[config.mk]
export PLATFORM = sky130hd
export DESIGN_NAME = alu_mc
export DESIGN_NICKNAME = d
export VERILOG_FILES = /design/src/rtl/alu_pkg.sv /design/src/rtl/alu_muldiv_iter.sv /design/src/rtl/alu_mc.sv
export SDC_FILE = /design/constraint.sdc
export NUM_CORES = 1
export LEC_CHECK = 0
export CORE_MARGIN = 2
export CORE_UTILIZATION = 44
export CTS_BUF_LIST = sky130_fd_sc_hd__clkbuf_8
export CTS_CLUSTER_SIZE = 8
export DETAILED_ROUTE_END_ITERATION = 10
export PLACE_DENSITY = 0.75
export SYNTH_ARGS = -nofsm -noshare
export SYNTH_HDL_FRONTEND = slang
export SYNTH_HIERARCHICAL = 1
export SYNTH_SLANG_ARGS = --single-unit
[constraint.sdc]
create_clock -name clk -period 4.3 [get_ports clk]
set_clock_uncertainty 0.2 [all_clocks]
set_input_delay 0.43 -clock clk [delete_from_list [all_inputs] [get_ports clk]]
set_output_delay 0.43 -clock clk [all_outputs]
set_load 0.1 [all_outputs]
[src/rtl/alu_pkg.sv]
// Shared types for the multi-cycle execute-stage ALU.
// Holds the op encoding, FSM states and the multi-cycle op classifier.
package alu_pkg;

   // Encodings 14 and 15 are illegal; they execute as single-cycle ops with result 0.
   typedef enum logic [3:0] {
      ADD   = 4'd0,
      SUB   = 4'd1,
      AND   = 4'd2,
      OR    = 4'd3,
      XOR   = 4'd4,
      SLL   = 4'd5,
      SRL   = 4'd6,
      SRA   = 4'd7,
      SLT   = 4'd8,
      SLTU  = 4'd9,
      MUL   = 4'd10,
      MULHU = 4'd11,
      DIVU  = 4'd12,
      REMU  = 4'd13
   } alu_op_t;

   typedef enum logic [1:0] {
      IDLE = 2'd0,
      BUSY = 2'd1,
      DONE = 2'd2
   } alu_state_t;

   function automatic logic is_multicycle(alu_op_t op);
      return op inside {MUL, MULHU, DIVU, REMU};
   endfunction

endpackage

[src/rtl/alu_muldiv_iter.sv]
// Iterative unsigned multiply / restoring divide, one bit per cycle.
// Ports: start/kill control, is_div/sel_hi select, op_a/op_b operands,
// done pulses on the last iteration with result valid in the same cycle.
module alu_muldiv_iter
   import alu_pkg::*;
#(
   parameter int XLEN = 32
) (
   input  logic            clk,
   input  logic            reset_n,
   input  logic            start,
   input  logic            kill,
   input  logic            is_div,
   input  logic            sel_hi,
   input  logic [XLEN-1:0] op_a,
   input  logic [XLEN-1:0] op_b,
   output logic            done,
   output logic [XLEN-1:0] result
);

   localparam int SHW = $clog2(XLEN);

   // {hi_q, lo_q} is the product register for multiply and
   // {remainder, quotient} for divide; m_q is the fixed operand.
   logic [XLEN-1:0] hi_q, lo_q, m_q;
   logic [XLEN-1:0] hi_d, lo_d;
   logic [SHW-1:0]  cnt_q;
   logic            run_q, div_q, sel_q;

   logic [XLEN:0]   mul_sum;
   logic [XLEN:0]   rem_sh;
   logic [XLEN-1:0] rem_df;
   logic            rem_ge;

   always_comb begin
      mul_sum = {1'b0, hi_q} + (lo_q[0] ? {1'b0, m_q} : '0);
      rem_sh  = {hi_q, lo_q[XLEN-1]};
      rem_ge  = rem_sh >= {1'b0, m_q};
      // The true difference is below the divisor whenever rem_ge holds,
      // so XLEN bits are enough.
      rem_df  = rem_sh[XLEN-1:0] - m_q;
      if (div_q) begin
         hi_d = rem_ge ? rem_df : rem_sh[XLEN-1:0];
         lo_d = {lo_q[XLEN-2:0], rem_ge};
      end else begin
         hi_d = mul_sum[XLEN:1];
         lo_d = {mul_sum[0], lo_q[XLEN-1:1]};
      end
   end

   assign done   = run_q && (cnt_q == '0);
   assign result = sel_q ? hi_d : lo_d;

   always_ff @(posedge clk or negedge reset_n) begin
      if (!reset_n) begin
         hi_q  <= '0;
         lo_q  <= '0;
         m_q   <= '0;
         cnt_q <= '0;
         run_q <= 1'b0;
         div_q <= 1'b0;
         sel_q <= 1'b0;
      end else if (kill) begin
         run_q <= 1'b0;
         cnt_q <= '0;
      end else if (start) begin
         hi_q  <= '0;
         lo_q  <= is_div ? op_a : op_b;
         m_q   <= is_div ? op_b : op_a;
         div_q <= is_div;
         sel_q <= sel_hi;
         cnt_q <= SHW'(XLEN - 1);
         run_q <= 1'b1;
      end else if (run_q) begin
         hi_q <= hi_d;
         lo_q <= lo_d;
         if (done) run_q <= 1'b0;
         else      cnt_q <= cnt_q - 1'b1;
      end
   end

endmodule

[src/rtl/alu_mc.sv]
// Multi-cycle execute-stage ALU with valid/ready on both sides.
// Ports: clk/reset_n/flush, in_valid/in_ready + op/op1_data/op2_data/imm/use_imm,
// out_valid/out_ready + alu_out, busy while not idle.
module alu_mc
   import alu_pkg::*;
#(
   parameter int XLEN = 32
) (
   input  logic            clk,
   input  logic            reset_n,
   input  logic            flush,
   input  logic            in_valid,
   output logic            in_ready,
   input  alu_op_t         op,
   input  logic [XLEN-1:0] op1_data,
   input  logic [XLEN-1:0] op2_data,
   input  logic [XLEN-1:0] imm,
   input  logic            use_imm,
   output logic            out_valid,
   input  logic            out_ready,
   output logic [XLEN-1:0] alu_out,
   output logic            busy
);

   localparam int SHW = $clog2(XLEN);

   alu_state_t      state_q, state_d;
   logic [XLEN-1:0] opb, sc_res, md_res, out_q;
   logic            accept, mc, md_start, md_div, md_hi, md_done;

   assign opb = use_imm ? imm : op2_data;
   // reset_n gates in_ready so every output reads 0 while reset is held.
   assign in_ready = reset_n && !flush && (state_q == IDLE);
   assign accept   = in_valid && in_ready;
   assign mc       = is_multicycle(op);
   assign md_start = accept && mc;
   assign md_div   = op inside {DIVU, REMU};
   assign md_hi    = op inside {MULHU, REMU};

   assign out_valid = (state_q == DONE);
   assign busy      = (state_q != IDLE);
   assign alu_out   = out_q;

   always_comb begin
      sc_res = '0;
      case (op)
         ADD:     sc_res = op1_data + opb;
         SUB:     sc_res = op1_data - opb;
         AND:     sc_res = op1_data & opb;
         OR:      sc_res = op1_data | opb;
         XOR:     sc_res = op1_data ^ opb;
         SLL:     sc_res = op1_data << opb[SHW-1:0];
         SRL:     sc_res = op1_data >> opb[SHW-1:0];
         SRA:     sc_res = $signed(op1_data) >>> opb[SHW-1:0];
         SLT:     sc_res = {{(XLEN-1){1'b0}},
                            ($signed(op1_data) < $signed(opb))};
         SLTU:    sc_res = {{(XLEN-1){1'b0}}, (op1_data < opb)};
         default: sc_res = '0;
      endcase
   end

   alu_muldiv_iter #(
      .XLEN(XLEN)
   ) u_mdu (
      .clk    (clk),
      .reset_n(reset_n),
      .start  (md_start),
      .kill   (flush),
      .is_div (md_div),
      .sel_hi (md_hi),
      .op_a   (op1_data),
      .op_b   (opb),
      .done   (md_done),
      .result (md_res)
   );

   always_comb begin
      state_d = state_q;
      unique case (state_q)
         IDLE:    if (accept) state_d = mc ? BUSY : DONE;
         BUSY:    if (md_done) state_d = DONE;
         DONE:    if (out_ready) state_d = IDLE;
         default: state_d = IDLE;
      endcase
      if (flush) state_d = IDLE;
   end

   always_ff @(posedge clk or negedge reset_n) begin
      if (!reset_n) begin
         state_q <= IDLE;
         out_q   <= '0;
      end else begin
         state_q <= state_d;
         if (accept && !mc)
            out_q <= sc_res;
         else if ((state_q == BUSY) && md_done && !flush)
            out_q <= md_res;
      end
   end

endmodule
# [Yosys cells after proc, flatten, opt, wreduce, memory -nomap -nowiden]
# Cells that the tools add are included.
[totals] out_inout_bits=35 regBits=138 inputBits=106
[classes] n_eq_ne=19 n_lt_le_gt_ge=3 n_bitwise=4 n_reduce_logical=24 mux=29 addsub=5 n_shift=3
[ops] cell="$mux W32" count=14
[ops] cell="$pmux W32 S10" count=1
[ops] cell="$lt A32 B32 Y1" count=2
[ops] cell="$sub A32 B32 Y32" count=2
[ops] cell="$add A32 B33 Y33" count=1
[ops] cell="$ge A33 B32 Y1" count=1
[ops] cell="$add A32 B32 Y32" count=1
[ops] cell="$and A32 B32 Y32" count=1
[ops] cell="$or A32 B32 Y32" count=1
[ops] cell="$shl A32 B5 Y32" count=1
[ops] cell="$shr A32 B5 Y32" count=1
[ops] cell="$sshr A32 B5 Y32" count=1
[ops] cell="$xor A32 B32 Y32" count=1
[ops] cell="$eq A4 B4 Y1 const B" count=6
[ops] cell="$mux W5" count=4
[ops] cell="$eq A4 B3 Y1 const B" count=4
[ops] cell="$mux W2" count=5
[ops] cell="$reduce_bool A2 Y1" count=5
[ops] cell="$ne A3 B3 Y1 const B" count=3
[ops] cell="$eq A4 B2 Y1 const B" count=2
[ops] cell="$logic_and A1 B1 Y1" count=8
[ops] cell="$pmux W2 S3" count=1
[ops] cell="$reduce_and A2 Y1" count=3
[ops] cell="$logic_not A5 Y1" count=1
[ops] cell="other kinds (13)" count=17

# [Depth between registers and ports, before layout]
# Gate-level depths: netlist (run 1).
[logic_depth] ltp_word=7 depth_mapped=22 ltp_nobuf=21

# [By module]
# The synthesis (run 1) kept the hierarchy.
[modules_own_cells] mod="alu_mc" area_per_inst_um2=11095.6 n_inst=1 cells_per_inst=1595
[modules_own_cells] mod="alu_muldiv_iter" area_per_inst_um2=9805.7 n_inst=1 cells_per_inst=1246

# [Worst setup path before layout (run 1)]
# No wires, ideal clock.
[synth_timing] path_kind="input-to-reg" startpoint="input use_imm" endpoint="register out_q[30], in the netlist alu_out[30]" arrival_ns=4.476 slack_ns=-0.500 path_buffers=4 t_required_ns=3.976 stages=15 cell_sequence="buf_4 buf_1 buf_1 mux2i_1 ha_1 buf_6 or3_4 or3_4 o32ai_2 or3_1 a41oi_2 o41a_1 a2111oi_4 nand2_1 a211o_1"
[synth_via] elab_chain_cells=4 elab_cells_between_ends=11 cone_classes="add/sub: 2; shift: 3; mux: 3; bitwise: 3"
[synth_rtl] element="start: declaration" line="alu_mc.sv:18" text="input logic use_imm,"
[synth_rtl] element="$mux W32 *" line="alu_mc.sv:31" text="assign opb = use_imm ? imm : op2_data;"
[synth_rtl] element="$sub A32 B32 Y32, or another cell as far along" line="alu_mc.sv:48" text="SUB: sc_res = op1_data - opb;"
[synth_rtl] element="$pmux W32 S10 *" line="alu_mc.sv:46" text="case (op)"
[synth_rtl] element="$mux W32 *" line="alu_mc.sv:94" text="if (accept && !mc)"
[synth_rtl] element="end signal: assignment" line="alu_mc.sv:95" text="out_q <= sc_res;"
[synth_rtl] element="end signal: assignment" line="alu_mc.sv:97" text="out_q <= md_res;"
[synth_rtl] element="end: declaration" line="alu_mc.sv:28" text="logic [XLEN-1:0] opb, sc_res, md_res, out_q;"
# Mark *: on every way between the ends. The rest lies on a longest branch, timed or not.
# A chain may end at the register's enable or synchronous reset.

# [Worst setup path in the final report (run 1)]
[layout_timing] startpoint="register u_mdu.lo_q[0]" endpoint="register out_q[31], in the netlist alu_out[31]"
[layout_via] elab_chain_cells=6 elab_cells_between_ends=7 cone_classes="add/sub: 1; mux: 6"
[layout_rtl] element="start: declaration" line="alu_muldiv_iter.sv:25" text="logic [XLEN-1:0] hi_q, lo_q, m_q;"
[layout_rtl] element="start signal: assignment" line="alu_muldiv_iter.sv:68" text="lo_q <= is_div ? op_a : op_b;"
[layout_rtl] element="start signal: assignment" line="alu_muldiv_iter.sv:76" text="lo_q <= lo_d;"
[layout_rtl] element="$mux W32 *" line="alu_muldiv_iter.sv:36" text="mul_sum = {1'b0, hi_q} + (lo_q[0] ? {1'b0, m_q} : '0);"
[layout_rtl] element="$add A32 B33 Y33 *" line="alu_muldiv_iter.sv:36"
[layout_rtl] element="$mux W32" line="alu_muldiv_iter.sv:42" text="if (div_q) begin"
[layout_rtl] element="$mux W32 *" line="alu_muldiv_iter.sv:52" text="assign result = sel_q ? hi_d : lo_d;"
[layout_rtl] element="via md_res[31]" line="alu_mc.sv:28"
[layout_rtl] element="$mux W32 *" line="alu_mc.sv:96" text="else if ((state_q == BUSY) && md_done && !flush)"
[layout_rtl] element="$mux W32 *" line="alu_mc.sv:94"
# The timed path passes the listed nets; every way through them passes the cells marked *. The select of a mux whose other input is x is not followed.

==> flow_summary.ini, run 1 <==
[floorplan]
start_util_pct = 44.71
rows = 79
io_pins = 141
die-width_um = 222.0
die_h_um = 222.0
placeableCoreArea_mm2 = 0.04675
die-area_mm2 = 0.04926

[grt]
grt_pass1_wl_um = 156400
grt_max_degree = 84
track_usage_pct = 42.11
antenna_found_initial = 4
grt_pass1_vias = 25040
grt-ovfl-total = 0

[power]
power_frac_seq_pct = 20.1
p_comb_share_pct = 64.1
leakagePower_nw = 12.68
vdd_drop_max_mv = 0.2641
finalPower_w = 0.007557
p_switching_w = 0.003745
intPower_w = 0.003812
pwr-share-clk_pct = 15.8
p_sw_share_pct = 49.56
power_density_mw_per_mm2 = 270.0

[worst_setup_path]
arrival_ns = 4.76
critPathTopFamily = compound AO/OA/AOI/OAI gates
worst-endpoint-required_ns = 4.59
slowest_delay_ns = 0.43
crit_fanout = 8
r2r_cells = 21
crit_slowest_cell = dfrtp_2
crit_path_start_kind = flip-flop
end_kind = flip-flop
path_buf_inv = 2
r2r_start = u_mdu/lo_q[0]
critical_path_class = flip-flop to flip-flop
cp_cell_sequence = buf_6, nand2_4, buf_4, fa_2, nand2b_4, a21oi_4, o21ai_2, a21oi_2, a311oi_2, o21ai_2, a31oi_1, o31a_1, a211oi_2, mux2_4, nand2_4, nand4_1, a2111oi_4, o21ai_1, or3b_1, or3b_1, a31oi_1
r2r_slack_ns = -0.17
timing.rr.end = alu_out[31]

[drt]
dr.first_iter.drc_count = 2983
drcViolationCount = 0
first_pass_iters = 9
ant_nets = 0
vias_per_cell = 6.424
vias = 25760
wl_per_cell_um = 26.75
drt-total-wl_um = 107300

[timing]
hold_slack_ns = 0.1008
grt_setup_unrepaired = true
hold_viol_final = 0
setup_tns_ns = -0.3980
post-route-period-util_pct = 104.0
fmax_ghz = 0.2235
tightest_slew_ns = 1.258
relSlewSlack_pct = 15.42
worst_slack_ns = -0.1733
min_period_ns = 4.473
finalSetupViolCount = 6
drv_slew = 0

[clock_network]
root_buffer = clkbuf_8
tritoncts = done
clk_pin_slew_ns = 0.10
insertion_delay_ns = 0.58
cts_made_buffers = 17
htreeDepth = 4
cts_sinks = 138
cts.path.max_buffers = 2

[final_layout]
layout.cells.most_common = buf_4
layout_common_cells = buf_4 (565), nand2_1 (340), o21ai_0 (271)
drive_gt1_share_pct = 24.78
syn_to_final_growth_pct = 33.91
fin_util_pct = 59.86
fin_nets = 3665

[status]
status = finished with violations
violations = negative setup slack

[worst_hold_path]
hold_path.class = input port to asynchronous set/reset pin

[flow_run]
drv_cap = 0

[synth]
synthCells = 2841
ys.flop_type = dfrtp_1
postSynth.asyncResetShare_pct = 100.0
yosys_register_bits = 138
synth_seq_area_share_pct = 16.52
synth_edf_count = 0
yosys_warnings = 6
synthesis.nets = 3117
avgSynthCellArea_um2 = 7.357
syn-cell-area_mm2 = 0.02090
yosysUniqueCellTypes = 102

[place]
port_buffers = 140
place_congestion = 1.076
dp_hpwl_um = 83880
cell usage after synthesis, drive strengths merged (17+ instances only):
master  number  area [um2]
mux4        21       473.0
xnor2       39       341.6
a21o        44       332.8
nor2b       19       118.9
o21ai      300        1509
ha         166        2077
nand4       21       131.4
inv        157       589.3
o31ai       26       195.2
nor3        38       190.2
and3        21       132.6
and2        46       287.8
dfrtp      138        3453
nor4        19       118.9
a31oi       37       231.5
o21bai      23       172.7
o22ai       21       131.4
a211oi      29       227.7
nand2b      17       106.4
mux2        46       518.0
mux2i      218        2195
a21oi      228        1149
o211ai      47       357.8
nand3       63       320.3
a221oi      32       280.3
buf         69       334.1
nand2      346        1299
nor2       235       889.6
clkbuf     124       466.7
xor2        22       192.7
registers in the layout, indices dropped and copies added (netlist names):
| signal | count |
|---|---|
| alu_out | 32 |
| u_mdu/m_q | 32 |
| state_q | 2 |
| u_mdu/run_q | 1 |
| u_mdu/hi_q | 32 |
| u_mdu/lo_q | 32 |
| u_mdu/sel_q | 1 |
| u_mdu/cnt_q | 5 |
| u_mdu/div_q | 1 |
logic make-up (layout without fill, tap and decap cells):
logic type,count (synthesis),in the layout,synth area share [%]
buffers and inverters,351,912,6.669
adder cells (fa/ha/maj),170,170,10.32
multiplexers,285,285,15.24
other,0,1,0
AND/OR/NAND/NOR,874,874,19.02
XOR/XNOR,61,61,2.556
AO/OA/AOI/OAI,962,962,29.67
flip-flops,138,138,16.52
power by group through the flow:
stage / clock network, W / logic, W / registers [W]
2_1_floorplan: 0 / 0.00208 / 0.00202
3_3_place_gp: 0 / 0.00440 / 0.00153
3_5_place_dp: 0 / 0.00444 / 0.00153
4_1_cts: 0.00121 / 0.00457 / 0.00151
5_1_grt: 0.00125 / 0.00508 / 0.00153
6_report: 0.00119 / 0.00484 / 0.00152
layer usage:
layer | part of all wire (%) | up-vias | wire length [um] | GRT usage, %
met5 | 0.012 | - | 13 | 0
met4 | 7.3 | 2 | 7805 | 26.02
met3 | 9.7 | 362 | 10370 | 9.886
met2 | 44 | 1550 | 47510 | 66.84
met1 | 39 | 12320 | 41580 | 51.67
li1 | - | 11530 | - | -
how the worst max path moves through the flow:
stage,start,end,slack [ns],cells after the start
finish,u_mdu/lo_q[0],alu_out[31],-0.17,21
global route,u_mdu/lo_q[0],alu_out[31],-0.39,20
CTS,u_mdu/m_q[1],alu_out[31],-0.16,19
detailed placement,u_mdu/m_q[25],alu_out[0],-0.54,21
global placement,u_mdu/hi_q[24],alu_out[0],-0.58,20
floorplan,use_imm,alu_out[30],-0.001,18
layout make-up:
class	instances	area [um2]
multi-input combinational	2352	16830
inverter	158	593.1
fill	4334	18770
clock buffer	18	247.7
timing repair buffer	722	5949
antenna	1	2.502
tap	607	759.5
sequential	138	3457
clock inverter	14	145.1
timing repair:
action	CTS	global route
pin swaps	21	40
gates resized for setup	52	101
endpoints found under the setup margin	19	21
setup buffers	7	14
hold buffers	1	0
hold endpoints to repair	26	0
cloned	0	1
metrics by stage:
stage          std cells  cell area (um2)  setup WS (ns)
2_1_floorplan       2841            20970      -0.001136
3_3_place_gp        3954            26690        -0.5752
5_1_grt             4010            27990        -0.3906
4_1_cts             3994            27350        -0.1567
6_report            4010            27990        -0.1733
3_5_place_dp        3954            26690        -0.5366
Power figures use the tool's default switching activity.
==> run 2: changes to the inputs <==
--- a/config.mk
+++ b/config.mk
@@ -5,12 +5,12 @@
 export SDC_FILE = /design/constraint.sdc
 export NUM_CORES = 1
 export LEC_CHECK = 0
+export ABC_AREA = 1
 export CORE_MARGIN = 2
 export CORE_UTILIZATION = 44
-export CTS_BUF_LIST = sky130_fd_sc_hd__clkbuf_8
 export CTS_CLUSTER_SIZE = 8
 export DETAILED_ROUTE_END_ITERATION = 10
-export PLACE_DENSITY = 0.75
+export PLACE_DENSITY = 0.74
 export SYNTH_ARGS = -nofsm -noshare
 export SYNTH_HDL_FRONTEND = slang
 export SYNTH_HIERARCHICAL = 1
==> run 2 against run 1 <==
  * Critical endpoint is now alu_out[26]
  * Via count up 17%
  * Synthesized cell count up 48%
  * Sequential cell count unchanged
  * Global-route usage up 1.6 points
  * The run now ends clean
  * Non-clock buffer count down 366
==> flow_summary.ini, run 2 <==
[status]
status = completed

[final_layout]
nFillCells = 5853
syn_to_final_growth_pct = 15.63
layout.cells.most_common = nand2_1
layout_common_cells = nand2_1 (1263), nand3_1 (634), inv_1 (566)
multi_input_area_mm2 = 0.01704
fin_nets = 4692
fin_area_mm2 = 0.02728
seq_area_mm2 = 0.003456
drive_gt1_share_pct = 9.031

[drt]
wl_per_cell_um = 24.34
vias_per_cell = 5.869
dr.first_iter.drc_count = 3800
drt-total-wl_um = 124600
ant_nets = 0
first_pass_iters = 6
drcViolationCount = 0
vias = 30040

[floorplan]
io_pins = 141
placeableCoreArea_mm2 = 0.05276
die-width_um = 235.5
die_h_um = 235.5
rows = 84
die-area_mm2 = 0.05548
start_util_pct = 44.71

[place]
place_congestion = 1.061
place_area_mm2 = 0.02669
dp_hpwl_um = 102900
port_buffers = 140

[grt]
grt-ovfl-total = 0
track_usage_pct = 43.75
grt_pass1_wl_um = 181400
antenna_found_initial = 1
grt_pass1_vias = 28240
grt_max_degree = 106

[worst_setup_path]
arrival_ns = 4.17
worst-endpoint-required_ns = 4.41
r2r_cells = 21
end_kind = flip-flop
crit_fanout = 12
crit_path_start_kind = input port
critical_path_class = input port to flip-flop

[synth]
yosysUniqueCellTypes = 57
synth.most_common_cell = nand2_1
netlist_top_cells_count = nand2_1 (1265), nand3_1 (634), inv_1 (567), nor2_1 (306), a21oi_1 (268)
postSynth.asyncResetShare_pct = 100.0
yosys_warnings = 6
syn-cell-area_mm2 = 0.02359
synthCells = 4212
ys.flop_type = dfrtp_1
synth_top_cell_by_area = nand2_1
avgSynthCellArea_um2 = 5.601
synth_edf_count = 0
synth_seq_area_share_pct = 14.64
yosys_register_bits = 138
netlist_top_cells_area = nand2_1 (20%), dfrtp_1 (15%), nand3_1 (13%)
synth_top_area_share_pct = 20.13
synthesis.nets = 4488

[clock_network]
tritoncts = done
htreeDepth = 4
clk_pin_slew_ns = 0.07
cts.path.max_buffers = 2
root_buffer = clkbuf_16
insertion_delay_ns = 0.45
cts_made_buffers = 17
cts_sinks = 138

[timing]
post-route-period-util_pct = 94.41
relSlewSlack_pct = 27.75
tightest_slew_ns = 1.072
fmax_ghz = 0.2463
finalSetupViolCount = 0
grt_setup_unrepaired = false
setup_tns_ns = 0
min_period_ns = 4.060
hold_viol_final = 0
drv_slew = 0

[power]
p_sw_share_pct = 55.45
p_switching_w = 0.005716
leakagePower_nw = 14.82
power_density_mw_per_mm2 = 377.9
power_frac_seq_pct = 20.5
p_comb_share_pct = 65.0
pwr-share-clk_pct = 14.5
intPower_w = 0.004593
vdd_drop_max_mv = 0.2766

[flow_run]
drv_cap = 0

[worst_hold_path]
hold_path.class = input port to asynchronous set/reset pin
[run 2: cell types whose count changed in the layout (fill, tap and decap cells not counted), moves of 35 or more]
cell	change
nand2_1	+923
nor2_1	+72
nand4_1	+46
mux2_2	-45
o21ai_0	-59
a21oi_1	+58
nand3_1	+573
a21o_1	-37
buf_4	-360
or2_2	+48
and2_1	-35
inv_1	+412
mux2i_1	-187
[run 2: final cells by class]
| type | instances | share of cell area [%] |
|---|---|---|
| Multi-Input combinational cell | 3324 | 62.46 |
| Timing Repair Buffer | 356 | 11.59 |
| Sequential cell | 138 | 12.67 |
| Clock inverter | 14 | 0.5367 |
| Clock buffer | 18 | 1.573 |
| Inverter | 579 | 8.004 |
| Antenna cell | 1 | 0.009174 |
| Tap cell | 688 | 3.156 |
[run 2: per-layer routing]
metal | wire [um] | track usage (%) | vias to the layer above
li1 | - | - | 14180
met1 | 47130 | 52.09 | 13860
met2 | 55260 | 70.76 | 1591
met3 | 9853 | 5.687 | 414
met4 | 12320 | 35.75 | 0
met5 | 0 | 0 | -
[run 2: power by group through the flow]
| stage | clock network (W) | logic, W | registers [W] |
|---|---|---|---|
| 2_1_floorplan | 0 | 0.00372 | 0.00247 |
| 3_3_place_gp | 0 | 0.00646 | 0.00211 |
| 3_5_place_dp | 0 | 0.00646 | 0.00211 |
| 4_1_cts | 0.00150 | 0.00651 | 0.00209 |
| 5_1_grt | 0.00156 | 0.00718 | 0.00213 |
| 6_report | 0.00149 | 0.00670 | 0.00212 |
[run 2: worst max-delay path: stages]
cell and delay (ns):
clkdlybuf4s50_1 0.45, buf_12 0.17, buf_4 0.20, o21ai_0 0.73, ha_1 0.51, nand2_1 0.15
nor2_1 0.27, nand2_1 0.17, nor3_1 0.16, nand2_1 0.12, nand3_1 0.10, nand2_1 0.05
nand3_1 0.08, nand2_1 0.15, o21ai_1 0.31, a21oi_1 0.11
[run 2: metrics by stage]
stage / power (W) / worst slack, ns / hold WS [ns] / cells / utilization (%)
after detailed placement: 0.008574 / -0.1003 / 0.1359 / 5084 / 50.59
after global placement: 0.008572 / -0.1573 / 0.1279 / 5084 / 50.59
after global routing: 0.01088 / 0.1082 / 0.2620 / 5117 / 51.70
after CTS: 0.01009 / 0.3160 / 0.2321 / 5117 / 51.70
final: 0.01031 / 0.2404 / 0.2534 / 5118 / 51.70
after floorplan: 0.006186 / 0.1279 / -0.06559 / 4212 / -
[run 2: logic make-up after synthesis]
logic type | after synthesis | share of synthesized area, %
flops | 138 | 14.64
buf+inv | 750 | 13.19
compound gates | 645 | 15.18
simple gates | 2455 | 45.70
xor+xnor | 28 | 1.040
fa+ha+maj | 170 | 9.144
mux | 26 | 1.103
[run 2: path summary, 6_finish.rpt]
check                            endpoint      startpoint  slack, ns
setup reg to reg              alu_out[21]   u_mdu/lo_q[0]       0.46
hold reg to reg            u_mdu/lo_q[28]  u_mdu/lo_q[28]       0.33
setup / recovery              alu_out[26]         use_imm       0.24
max in group asynchronous  u_mdu/lo_q[17]         reset_n       1.71
min in group clk           u_mdu/lo_q[28]  u_mdu/lo_q[28]       0.33
hold / removal             u_mdu/hi_q[15]         reset_n       0.25
[run 2: timing repair]
action                                  4_1_cts  5_1_grt
gates resized for setup                       0        1
hold buffers                                  1        0
endpoints found under the setup margin        0        1
setup buffers                                 0        0
hold endpoints to repair                     25        0
